### config.mk
export PLATFORM = sky130hd
export DESIGN_NAME = osd_spi_master
export DESIGN_NICKNAME = d
export VERILOG_FILES = /design/src/rtl/osd_spi_master.sv
export SDC_FILE = /design/constraint.sdc
export NUM_CORES = 1
export LEC_CHECK = 0
export BUFFER_PORTS_ARGS = -buffer_cell sky130_fd_sc_hd__clkbuf_2
export CAP_MARGIN = 5
export CELL_PAD_IN_SITES_DETAIL_PLACEMENT = 0
export CELL_PAD_IN_SITES_GLOBAL_PLACEMENT = 2
export CORE_ASPECT_RATIO = 0.7
export CORE_MARGIN = 1.5
export CORE_UTILIZATION = 35
export DETAILED_ROUTE_END_ITERATION = 6
export GPL_TIMING_DRIVEN = 0
export PLACE_DENSITY_LB_ADDON = 0.1
export SLEW_MARGIN = 25
export SYNTH_ARGS = -nofsm -noshare
export SYNTH_HDL_FRONTEND = slang
export SYNTH_SLANG_ARGS = --single-unit
### constraint.sdc
create_clock -name clk -period 2.5 [get_ports clk]
set_clock_uncertainty 0.1 [all_clocks]
set_input_delay 0.5 -clock clk [delete_from_list [all_inputs] [get_ports clk]]
set_output_delay 0.5 -clock clk [all_outputs]
set_load 0.02 [all_outputs]
### src/rtl/osd_spi_master.sv
// Serialises OSD enable/disable, write-line and clear-line commands onto the
// OSD's three-wire SPI port, MSB first, fetching write payload from a byte store.
module osd_spi_master #(
  parameter int unsigned CLK_DIV = 4
) (
  input  logic       clk,
  input  logic       reset,
  input  logic       cmd_valid,
  output logic       cmd_ready,
  input  logic [1:0] cmd_op,
  input  logic [2:0] cmd_line,
  output logic       rd_req,
  output logic [7:0] rd_addr,
  input  logic [7:0] rd_data,
  output logic       busy,
  output logic       done,
  output logic       sck,
  output logic       ss,
  output logic       sdi
);

  typedef enum logic [2:0] {
    S_IDLE,
    S_SETUP,
    S_HIGH,
    S_LOW,
    S_HOLD,
    S_GAP
  } state_t;

  localparam logic [1:0] OP_WRITE = 2'b10;

  state_t      state;
  state_t      state_nxt;
  logic [7:0]  div_cnt;
  logic        div_last;
  logic [2:0]  bit_cnt;
  logic [8:0]  byte_cnt;
  logic [8:0]  last_byte;
  logic        last_bit;
  logic [1:0]  op_q;
  logic [7:0]  shreg;
  logic [7:0]  hold;
  logic        cap_pend;
  logic [7:0]  cmd_byte;
  logic [7:0]  next_byte;
  logic        accept;
  logic        enter_high;

  assign div_last  = (div_cnt == 8'(CLK_DIV - 1));
  assign last_byte = op_q[1] ? 9'd256 : 9'd0;
  assign last_bit  = (bit_cnt == 3'd7) && (byte_cnt == last_byte);
  assign cmd_byte  = cmd_op[1] ? {5'b00100, cmd_line} : {7'b0100000, cmd_op[0]};
  assign sdi       = shreg[7];

  // With CLK_DIV=2 the capture and the load fall on the same edge, so the
  // load takes rd_data directly while the capture is still pending.
  assign next_byte = (op_q != OP_WRITE) ? 8'h00 :
                     cap_pend           ? rd_data : hold;

  always_comb begin
    state_nxt  = state;
    accept     = 1'b0;
    busy       = (state != S_IDLE);
    cmd_ready  = (state == S_IDLE);
    sck        = (state == S_HIGH);
    ss         = 1'b1;
    done       = 1'b0;
    case (state)
      S_IDLE: begin
        if (cmd_valid) begin
          accept    = 1'b1;
          state_nxt = S_SETUP;
        end
      end
      S_SETUP: begin
        ss = 1'b0;
        if (div_last) state_nxt = S_HIGH;
      end
      S_HIGH: begin
        ss = 1'b0;
        if (div_last) state_nxt = last_bit ? S_HOLD : S_LOW;
      end
      S_LOW: begin
        ss = 1'b0;
        if (div_last) state_nxt = S_HIGH;
      end
      S_HOLD: begin
        ss = 1'b0;
        if (div_last) state_nxt = S_GAP;
      end
      S_GAP: begin
        if (div_last) begin
          done      = 1'b1;
          state_nxt = S_IDLE;
        end
      end
      default: state_nxt = S_IDLE;
    endcase
  end

  assign enter_high = (state_nxt == S_HIGH) && (state != S_HIGH);

  always_ff @(posedge clk) begin
    if (reset) begin
      state    <= S_IDLE;
      div_cnt  <= '0;
      bit_cnt  <= '0;
      byte_cnt <= '0;
      op_q     <= '0;
      shreg    <= '0;
      hold     <= '0;
      cap_pend <= 1'b0;
      rd_req   <= 1'b0;
      rd_addr  <= '0;
    end else begin
      state    <= state_nxt;
      rd_req   <= 1'b0;
      cap_pend <= rd_req;

      if (state == S_IDLE || div_last) div_cnt <= '0;
      else                             div_cnt <= div_cnt + 8'd1;

      if (cap_pend) hold <= rd_data;

      if (accept) begin
        op_q     <= cmd_op;
        bit_cnt  <= '0;
        byte_cnt <= '0;
        shreg    <= cmd_byte;
      end

      // Fetch payload byte k while bit 0 of byte k-1 is on the wire.
      if (enter_high && bit_cnt == 3'd7 && op_q == OP_WRITE && byte_cnt != 9'd256) begin
        rd_req  <= 1'b1;
        rd_addr <= byte_cnt[7:0];
      end

      if (state == S_HIGH && state_nxt == S_LOW) begin
        bit_cnt <= bit_cnt + 3'd1;
        if (bit_cnt == 3'd7) begin
          byte_cnt <= byte_cnt + 9'd1;
          shreg    <= next_byte;
        end else begin
          shreg <= {shreg[6:0], 1'b0};
        end
      end
    end
  end

endmodule
==> out/metrics.sh, run 1 <==
YOSYS-MUX-AREA-FRACTION=0.0731
SETUP.WORST_PATH.START='div_cnt[1]'
MULTI_INPUT_COMB_AREA_MM2=0.00133
N_FILL_CELL=745
NUMBER_OF_GLOBAL_ROUTE_VIAS_BEFORE_REPAIR=2061
INTERNAL_POWER_CONTRIBUTION_W=0.00119
FINALMAXSLEWVIOLATIONS=0
PLACEMENTROWS=25
DRT_DRC_VIOLATIONS_LEFT=0
SYNTHESIS.AREA_MM2=0.00248
H-TREE-DEPTH=2
SYNTH_LARGEST_AREA_CELL='sky130_fd_sc_hd__dfxtp_1'
REG2REG_FROM='byte_cnt[0]'
PEAKVDDDROP_uV=199
WL_PER_CELL_UM=15.8
SETUP_VIOL=0
SETUP_TOTAL_NEGATIVE_SLACK_NS=0
POWER_FRAC_SEQ=0.534
GRT_PASS1_WL_UM=10800
NUMBER_OF_ANTENNA_VIOLATIONS_AT_THE_FIRST_CHECK_IN_GLOBAL_ROUTING=0
AREA_USED_BY_SEQUENTIAL_LOGIC_IN_THE_LAYOUT_MM2=0.00102
CLOCK_SINKS=51
WORST_R2R_ENDPOINT='byte_cnt[2]'
YOSYS_WARNINGS=0
FIRSTDRTPASSITERS=4
HOLD-WORST-SLACK_NS=0.323
POST_CTS_HOLD_BUFFER_COUNT=0
STDCELL_COUNT=407
IO-PIN-COUNT=31
SHARE_OF_FINAL_LAYOUT_STANDARD_CELLS_STRONGER_THAN_DRIVE_STRENGTH_1=0.217
PORT_BUFFERS=29
HPWLAFTERDP_UM=4600
CTS_TREE='built'
GRT_MAX_DEGREE=16
NUMBER_OF_NETS_AT_THE_END_OF_THE_FLOW=333
ANTENNA_VIOLATING_NETS_POST_ROUTE=0
LAYOUT_MIN_CYCLE_TIME_NS=2.34
MAX-CAP-VIOLATIONS=0
INITIAL_CORE_UTIL=0.364
CRIT_FANOUT=5
TOTAL_SWITCHING_POWER_W=0.000360
WORST_PIN_SLEW_NS=0.632
SYNTH_ENABLE_FLOP_CELLS=0
PATH_CLASS='register to output pin'
SYNTHCELLS=275
FMAX_MHz=426
WORST-ENDPOINT-ARRIVAL_NS=1.74
POWER.DENSITY_CELL_AREA_mW_PER_MM2=536
DIODES=0
CTS-ROOT-BUF='sky130_fd_sc_hd__clkbuf_8'
SYN_NETS=296
PWR-SHARE-CLK=0.395
FF2FF_PATH_DEPTH=7
OUTCOME='completed'
TIMING.CRITICAL_PATH.REQUIRED_NS=1.90
POWER.LEAKAGE_nW=1.00
SW_FRAC_OF_TOTAL=0.233
SYNTHARSTFLOPSHARE=0
AREA_GROWTH_PCT=16.4
NUMBER_OF_VIAS_IN_THE_ROUTED_LAYOUT=2120
SETUP.WORST_PATH.START_CLASS='register'
SYNTH_TOP_FAMILY_BY_AREA='simple AND/OR/NAND/NOR gates'
PERIOD_UTILISATION_LAYOUT=0.938
REG2REG_SLACK_NS=0.27
GRT_USAGE=0.182
ROUTE.FINAL.WIRE_LENGTH_UM=6430
SYNTH-SEQ-CELLS=51
PLACED_CELLS=398
SYNTH_TOP_CELL_AREA_SHARE=0.411
PLACE_CONGESTION=0.728
SYNTHFLOPTYPE='sky130_fd_sc_hd__dfxtp_1'
WORST_SETUP_PATH_END_KIND='output pin'
PLACEABLE_AREA_MM2=0.00682
CLK-INSERTION-DELAY-LATE_NS=0.31
DRT-INITIAL-DRC-COUNT=108
DIE-AREA_MM2=0.00761
SYNTH_COMPOUND_GATE_AREA_SHARE=0.160
SYNTHESIS.AREA_PER_INSTANCE_UM2=9.02
DIE_HEIGHT_UM=73.4
SLEW_HEADROOM=0.579
FLOORPLAN.DIE.WIDTH_UM=104
SYNTH_CELL_TYPE_COUNT=52
GRT_SETUP_UNREPAIRED='no'
FRACTION_OF_THE_MAPPED_NETLIST_AREA_IN_ADDER_CELLS=0.0252
DRT-VIAS-PER-INSTANCE=5.21
CLK_PATH_BUF_DEPTH=2
CTS_MADE_BUFFERS=5
WORSTHOLDPATHTYPE='input port to register'
ENDPOINT='done'
FINAL-HOLD-VIOLATION-COUNT=0
OVERFLOW=0
SYNTH_XOR_AREA_FRAC=0.0282
WORST_SETUP_HOLD_PATH_CLK_SLEW_NS=0.10
COMBINATIONALPOWERSHARE=0.071
SYNTH-SEQ-AREA-SHARE=0.411
NETLIST_TOP_CELLS_AREA='sky130_fd_sc_hd__dfxtp_1 (41%), sky130_fd_sc_hd__mux2i_1 (6.9%), sky130_fd_sc_hd__nand2_1 (4.4%)'
YOSYS.AREA_SHARE.SIMPLE=0.240
-- sequential cells by signal, indices dropped and copies added, names as in the netlist --
name      flops
bit_cnt       3
byte_cnt      9
cap_pend      1
div_cnt       8
hold          8
op_q          2
rd_addr       8
rd_req        1
shreg         8
state         3
-- critical path: stages, from the launching register on --
cell and delay, ns:
sky130_fd_sc_hd__dfxtp_1 0.36, sky130_fd_sc_hd__ha_2 0.23, sky130_fd_sc_hd__nor4bb_4 0.32, sky130_fd_sc_hd__nand2_1 0.14, sky130_fd_sc_hd__nor3b_1 0.19, sky130_fd_sc_hd__buf_2 0.19
-- metrics by stage --
| stage | util | setup WS [ns] | total power (W) | instance area, um^2 |
|---|---|---|---|---|
| finish | 0.423 | 0.155 | 0.00155 | 2890 |
| global route | 0.423 | 0.00192 | 0.00161 | 2890 |
| CTS | 0.422 | 0.0324 | 0.00156 | 2880 |
| detailed placement | 0.402 | 0.162 | 0.000955 | 2740 |
| global placement | 0.402 | 0.174 | 0.000956 | 2740 |
| floorplan | - | 0.284 | 0.000916 | 2480 |
-- synth_stat cells (all sizes together) (4+ instances only) --
| library cell | n |
|---|---|
| nand3 | 20 |
| ha | 5 |
| nand4 | 4 |
| mux2i | 17 |
| nor3 | 5 |
| buf | 15 |
| o211ai | 14 |
| o2bb2ai | 5 |
| xnor2 | 5 |
| clkbuf | 6 |
| and4 | 6 |
| dfxtp | 51 |
| nor2 | 25 |
| inv | 7 |
| a21oi | 17 |
| nand2 | 29 |
-- worst min-delay path by stage --
stage               slack [ns]  depth (start not counted)        from          to
floorplan                 0.33                          1  div_cnt[0]  div_cnt[0]
global placement          0.34                          2  rd_addr[5]  rd_addr[5]
detailed placement        0.35                          2  rd_addr[3]  rd_addr[3]
CTS                       0.33                          3   cmd_op[0]     op_q[0]
global route              0.33                          3   cmd_op[0]     op_q[0]
finish                    0.32                          3   cmd_op[0]     op_q[0]
-- per-layer routing --
metal	global-route usage	wire length (um)	vias up
li1	-	-	1066
met5	0	0	-
met1	0.282	3700	1008
met3	0.0337	299	6
met2	0.255	2380	40
met4	0.0463	53	0
-- cells by family after synthesis --
| logic type | after synthesis |
|---|---|
| multiplexers | 18 |
| flip-flops | 51 |
| XOR/XNOR | 8 |
| AO/OA/AOI/OAI | 55 |
| adder cells (fa/ha/maj) | 5 |
| buffers and inverters | 29 |
| AND/OR/NAND/NOR | 109 |
-- what timing repair did --
action | CTS | global route
pin swaps | 0 | 1
endpoints found under the hold margin | 0 | 0
endpoints found under the setup margin | 1 | 3
resized for setup | 2 | 3
buffers inserted | 0 | 1
-- layout make-up --
class / instances / share of cell area
multi-input cells: 195 / 0.459
flip-flops and latches: 51 / 0.354
repair buffers: 30 / 0.0529
plain buffers: 21 / 0.0425
well taps: 94 / 0.0407
clock buffers: 6 / 0.0286
clock inverters: 2 / 0.0121
inverters: 8 / 0.0104
-- power by group through the flow --
stage	clock network, W	registers (W)	logic (W)
after global placement	0	0.000846	0.000110
after global routing	0.000659	0.000829	0.000122
final	0.000611	0.000827	0.000111
after detailed placement	0	0.000846	0.000110
after CTS	0.000623	0.000827	0.000111
after floorplan	0	0.000845	0.0000712
-- cells in the final DEF (no fill, tap or decap), types with 6 or more instances in the layout --
cell type                  Yosys  final
sky130_fd_sc_hd__a21oi_1      16     16
sky130_fd_sc_hd__clkbuf_1      6      6
sky130_fd_sc_hd__nor2_1       25     25
sky130_fd_sc_hd__and4_1        6      6
sky130_fd_sc_hd__nand2_1      29     29
sky130_fd_sc_hd__buf_2         8      9
sky130_fd_sc_hd__nand3_1      20     20
sky130_fd_sc_hd__dfxtp_1      51     50
sky130_fd_sc_hd__inv_1         6      6
sky130_fd_sc_hd__o211ai_1     14     14
sky130_fd_sc_hd__clkbuf_2      0     28
sky130_fd_sc_hd__clkbuf_8      0      6
sky130_fd_sc_hd__mux2i_1      17     17
Power figures use the tool's default switching activity.
==> run 2: changes to the inputs <==
--- a/config.mk
+++ b/config.mk
@@ -9,7 +9,7 @@
 export CAP_MARGIN = 5
 export CELL_PAD_IN_SITES_DETAIL_PLACEMENT = 0
 export CELL_PAD_IN_SITES_GLOBAL_PLACEMENT = 2
-export CORE_ASPECT_RATIO = 0.7
+export CORE_ASPECT_RATIO = 0.8
 export CORE_MARGIN = 1.5
 export CORE_UTILIZATION = 35
 export DETAILED_ROUTE_END_ITERATION = 6
==> out/metrics.sh, run 2 (synthesis results as in run 1) <==
OUTCOME='completed'  # unchanged
WORST_PATH_DOMINANT_CELL_FAMILY='simple AND/OR/NAND/NOR gates'  # unchanged
WL_PER_CELL_UM=16.2  # was 15.8 um
NUMBER_OF_NETS_AT_THE_END_OF_THE_FLOW=333  # unchanged
AREA_USED_BY_SEQUENTIAL_LOGIC_IN_THE_LAYOUT_MM2=0.00102  # about the same
LAYOUT_MIN_CYCLE_TIME_NS=2.30  # was 2.34 ns
MAX_STAGE_DELAY_NS=0.35  # was 0.36 ns
CLK-INSERTION-DELAY-LATE_NS=0.30  # was 0.31 ns
FINAL-HOLD-VIOLATION-COUNT=0  # unchanged
FINALMAXSLEWVIOLATIONS=0  # unchanged
WORSTHOLDPATHTYPE='input port to register'  # unchanged
HPWLAFTERDP_UM=4530  # was 4600 um
MIN-DELAY-START='cmd_op[0]'  # unchanged
GRT_MAX_DEGREE=16  # unchanged
DRT_DRC_VIOLATIONS_LEFT=0  # unchanged
LAYOUT_COMMONEST_CELL='sky130_fd_sc_hd__dfxtp_1'  # unchanged
CLOCK_SINKS=51  # unchanged
FF2FF_PATH_DEPTH=7  # unchanged
POWER.DENSITY_CELL_AREA_mW_PER_MM2=513  # was 536 mW/mm^2
SLEW_HEADROOM=0.585  # was 0.579
WORST_SETUP_PATH_END_KIND='output pin'  # unchanged
TOTAL_SWITCHING_POWER_W=0.000355  # was 0.000360 W
PLACEABLE_AREA_MM2=0.00686  # was 0.00682 mm^2
REG2REG_FROM='byte_cnt[0]'  # unchanged
CTS_MADE_BUFFERS=5  # unchanged
TIMING.CRITICAL_PATH.SLOWEST_STAGE_CELL='sky130_fd_sc_hd__dfxtp_1'  # unchanged
GRT_SETUP_UNREPAIRED='no'  # unchanged
HOLDPATHSTAGES=3  # unchanged
PERIOD_UTILISATION_LAYOUT=0.920  # was 0.938
IO-PIN-COUNT=31  # unchanged
NUMBER_OF_ANTENNA_VIOLATIONS_AT_THE_FIRST_CHECK_IN_GLOBAL_ROUTING=0  # unchanged
LARGEST_REGISTER_FF_COUNT=9  # unchanged
DIODES=0  # unchanged
CLK_PATH_BUF_DEPTH=2  # unchanged
ANTENNA_VIOLATING_NETS_POST_ROUTE=0  # unchanged
PLACE_CONGESTION=0.729  # was 0.728
SW_FRAC_OF_TOTAL=0.241  # was 0.233
ROUTE.FINAL.WIRE_LENGTH_UM=6460  # was 6430 um
WORST-ENDPOINT-ARRIVAL_NS=1.70  # was 1.74 ns
DRT-VIAS-PER-INSTANCE=5.17  # was 5.21
POST-PLACE-WS_NS=0.117  # was 0.162 ns
SETUP_VIOL=0  # unchanged
NUMBER_OF_GLOBAL_ROUTE_VIAS_BEFORE_REPAIR=2014  # was 2061
SETUP.WORST_PATH.START_CLASS='register'  # unchanged
AREA_GROWTH_PCT=15.7  # was 16.4%
REG2REG_SLACK_NS=0.33  # was 0.27 ns
PWR-SHARE-CLK=0.363  # was 0.395
INTERNAL_POWER_CONTRIBUTION_W=0.00112  # was 0.00119 W
PORT_BUFFERS=29  # unchanged
GRT_PASS1_WL_UM=10500  # was 10800 um
CP.BUFFERS_INVERTERS=2  # was 1
GRT_USAGE=0.174  # was 0.182
TIMING.CRITICAL_PATH.REQUIRED_NS=1.90  # about the same
SETUP_TOTAL_NEGATIVE_SLACK_NS=0  # unchanged
MAX-CAP-VIOLATIONS=0  # unchanged
POWER_FRAC_SEQ=0.562  # was 0.534
POWER.LEAKAGE_nW=0.990  # was 1.00 nW
HOLDPATHEND='op_q[0]'  # unchanged
WORSTPATHCELLLIST='nor4_2 > buf_4 > nand2_2 > nor3b_2 > clkbuf_2'  # was ha_2 > nor4bb_4 > nand2_1 > nor3b_1 > buf_2
CTS_TREE='built'  # unchanged
SETUP.WORST_PATH.START='div_cnt[4]'  # was div_cnt[1]
PLACEMENTROWS=27  # was 25
WORST_PIN_SLEW_NS=0.623  # was 0.632 ns
CTS-ROOT-BUF='sky130_fd_sc_hd__clkbuf_8'  # unchanged
WORST_SETUP_HOLD_PATH_CLK_SLEW_NS=0.09  # was 0.10 ns
MULTI_INPUT_COMB_AREA_MM2=0.00133  # about the same
OVERFLOW=0  # unchanged
COMBINATIONALPOWERSHARE=0.075  # was 0.071
NUMBER_OF_VIAS_IN_THE_ROUTED_LAYOUT=2067  # was 2120
FMAX_MHz=435  # was 426 MHz
HOLD-WORST-SLACK_NS=0.337  # was 0.323 ns
WORST_R2R_ENDPOINT='byte_cnt[2]'  # unchanged
DRT-INITIAL-DRC-COUNT=74  # was 108
DIE-AREA_MM2=0.00761  # about the same
DIE_HEIGHT_UM=78.3  # was 73.4 um
FIRSTDRTPASSITERS=4  # unchanged
CRIT_FANOUT=10  # was 5
H-TREE-DEPTH=2  # unchanged
MOSTFREQUENTLAYOUTCELLS='sky130_fd_sc_hd__dfxtp_1 (51), sky130_fd_sc_hd__clkbuf_2 (29), sky130_fd_sc_hd__nand2_1 (28)'  # was sky130_fd_sc_hd__dfxtp_1 (50), sky130_fd_sc_hd__nand2_1 (29), sky130_fd_sc_hd__clkbuf_2 (28)
REGISTERS.TOP_BY_FF_COUNT='byte_cnt'  # unchanged
REPORT.POWER.TOTAL_W=0.00147  # was 0.00155 W
PATH_CLASS='register to output pin'  # unchanged
N_FILL_CELL=725  # was 745
PEAKVDDDROP_uV=215  # was 199 uV
SHARE_OF_FINAL_LAYOUT_STANDARD_CELLS_STRONGER_THAN_DRIVE_STRENGTH_1=0.220  # was 0.217
FLOORPLAN.DIE.WIDTH_UM=97.1  # was 104 um
INITIAL_CORE_UTIL=0.362  # was 0.364
LAYOUT_SETUP_WS_NS=0.199  # was 0.155 ns
==> run 2: cell types whose count changed in the layout (fill, tap and decap cells not counted), sizes merged <==
cell / delta
bufinv: -1
clkinv: -1
clkbuf: +2
clkinvlp: +1
buf: -1
==> run 2: how the worst max path moves through the flow <==
| stage | endpoint | slack [ns] | cells past startpoint |
|---|---|---|---|
| final | done | 0.20 | 5 |
| after global routing | done | 0.05 | 5 |
| after CTS | done | 0.02 | 5 |
| after detailed placement | rd_addr[6] | 0.12 | 8 |
| after global placement | rd_addr[0] | 0.14 | 8 |
| after floorplan | done | 0.28 | 4 |
==> run 2: power by group through the flow <==
stage | clock network [W] | registers (W) | logic [W]
after global placement | 0 | 0.000846 | 0.000109
after detailed placement | 0 | 0.000846 | 0.000109
after global routing | 0.000581 | 0.000829 | 0.000121
after CTS | 0.000553 | 0.000827 | 0.000111
after floorplan | 0 | 0.000845 | 0.0000712
final | 0.000535 | 0.000827 | 0.000110
==> run 2: repair_timing <==
item / 4_1_cts / 5_1_grt
resized for setup: 2 / 3
pin swaps: 0 / 2
hold buffers: 0 / 0
setup buffers: 0 / 1
setup endpoints to repair: 1 / 6
==> run 2: tightest hold or removal path: cells and delay by family <==
kind                   cells  cell delay, ns
buffers and inverters      1            0.09
and+or+nand+nor            1            0.05
AOI/OAI and AO/OA          1            0.05
==> run 2: final cells by class <==
type                    count  area share
repair buffers             30      0.0532
multi-input cells         195       0.464
plain buffers              21      0.0427
inverters                   8      0.0105
flip-flops and latches     51       0.356
clock inverters             1     0.00261
clock buffers               7      0.0336
well taps                  87      0.0379
==> run 2: per-layer routing <==
layer  track usage  up-vias  share of wire
li1              -     1069              -
met3        0.0338        4          0.063
met1         0.263      943           0.54
met5             0        -              0
met2         0.254       51           0.39
met4        0.0348        0         0.0065
==> run 2: per-stage QoR <==
step,instances,cell area (um^2),util
5_1_grt,400,2870,0.419
3_5_place_dp,391,2740,0.399
4_1_cts,399,2850,0.416
2_1_floorplan,275,2480,-
6_report,400,2870,0.419
3_3_place_gp,391,2740,0.399
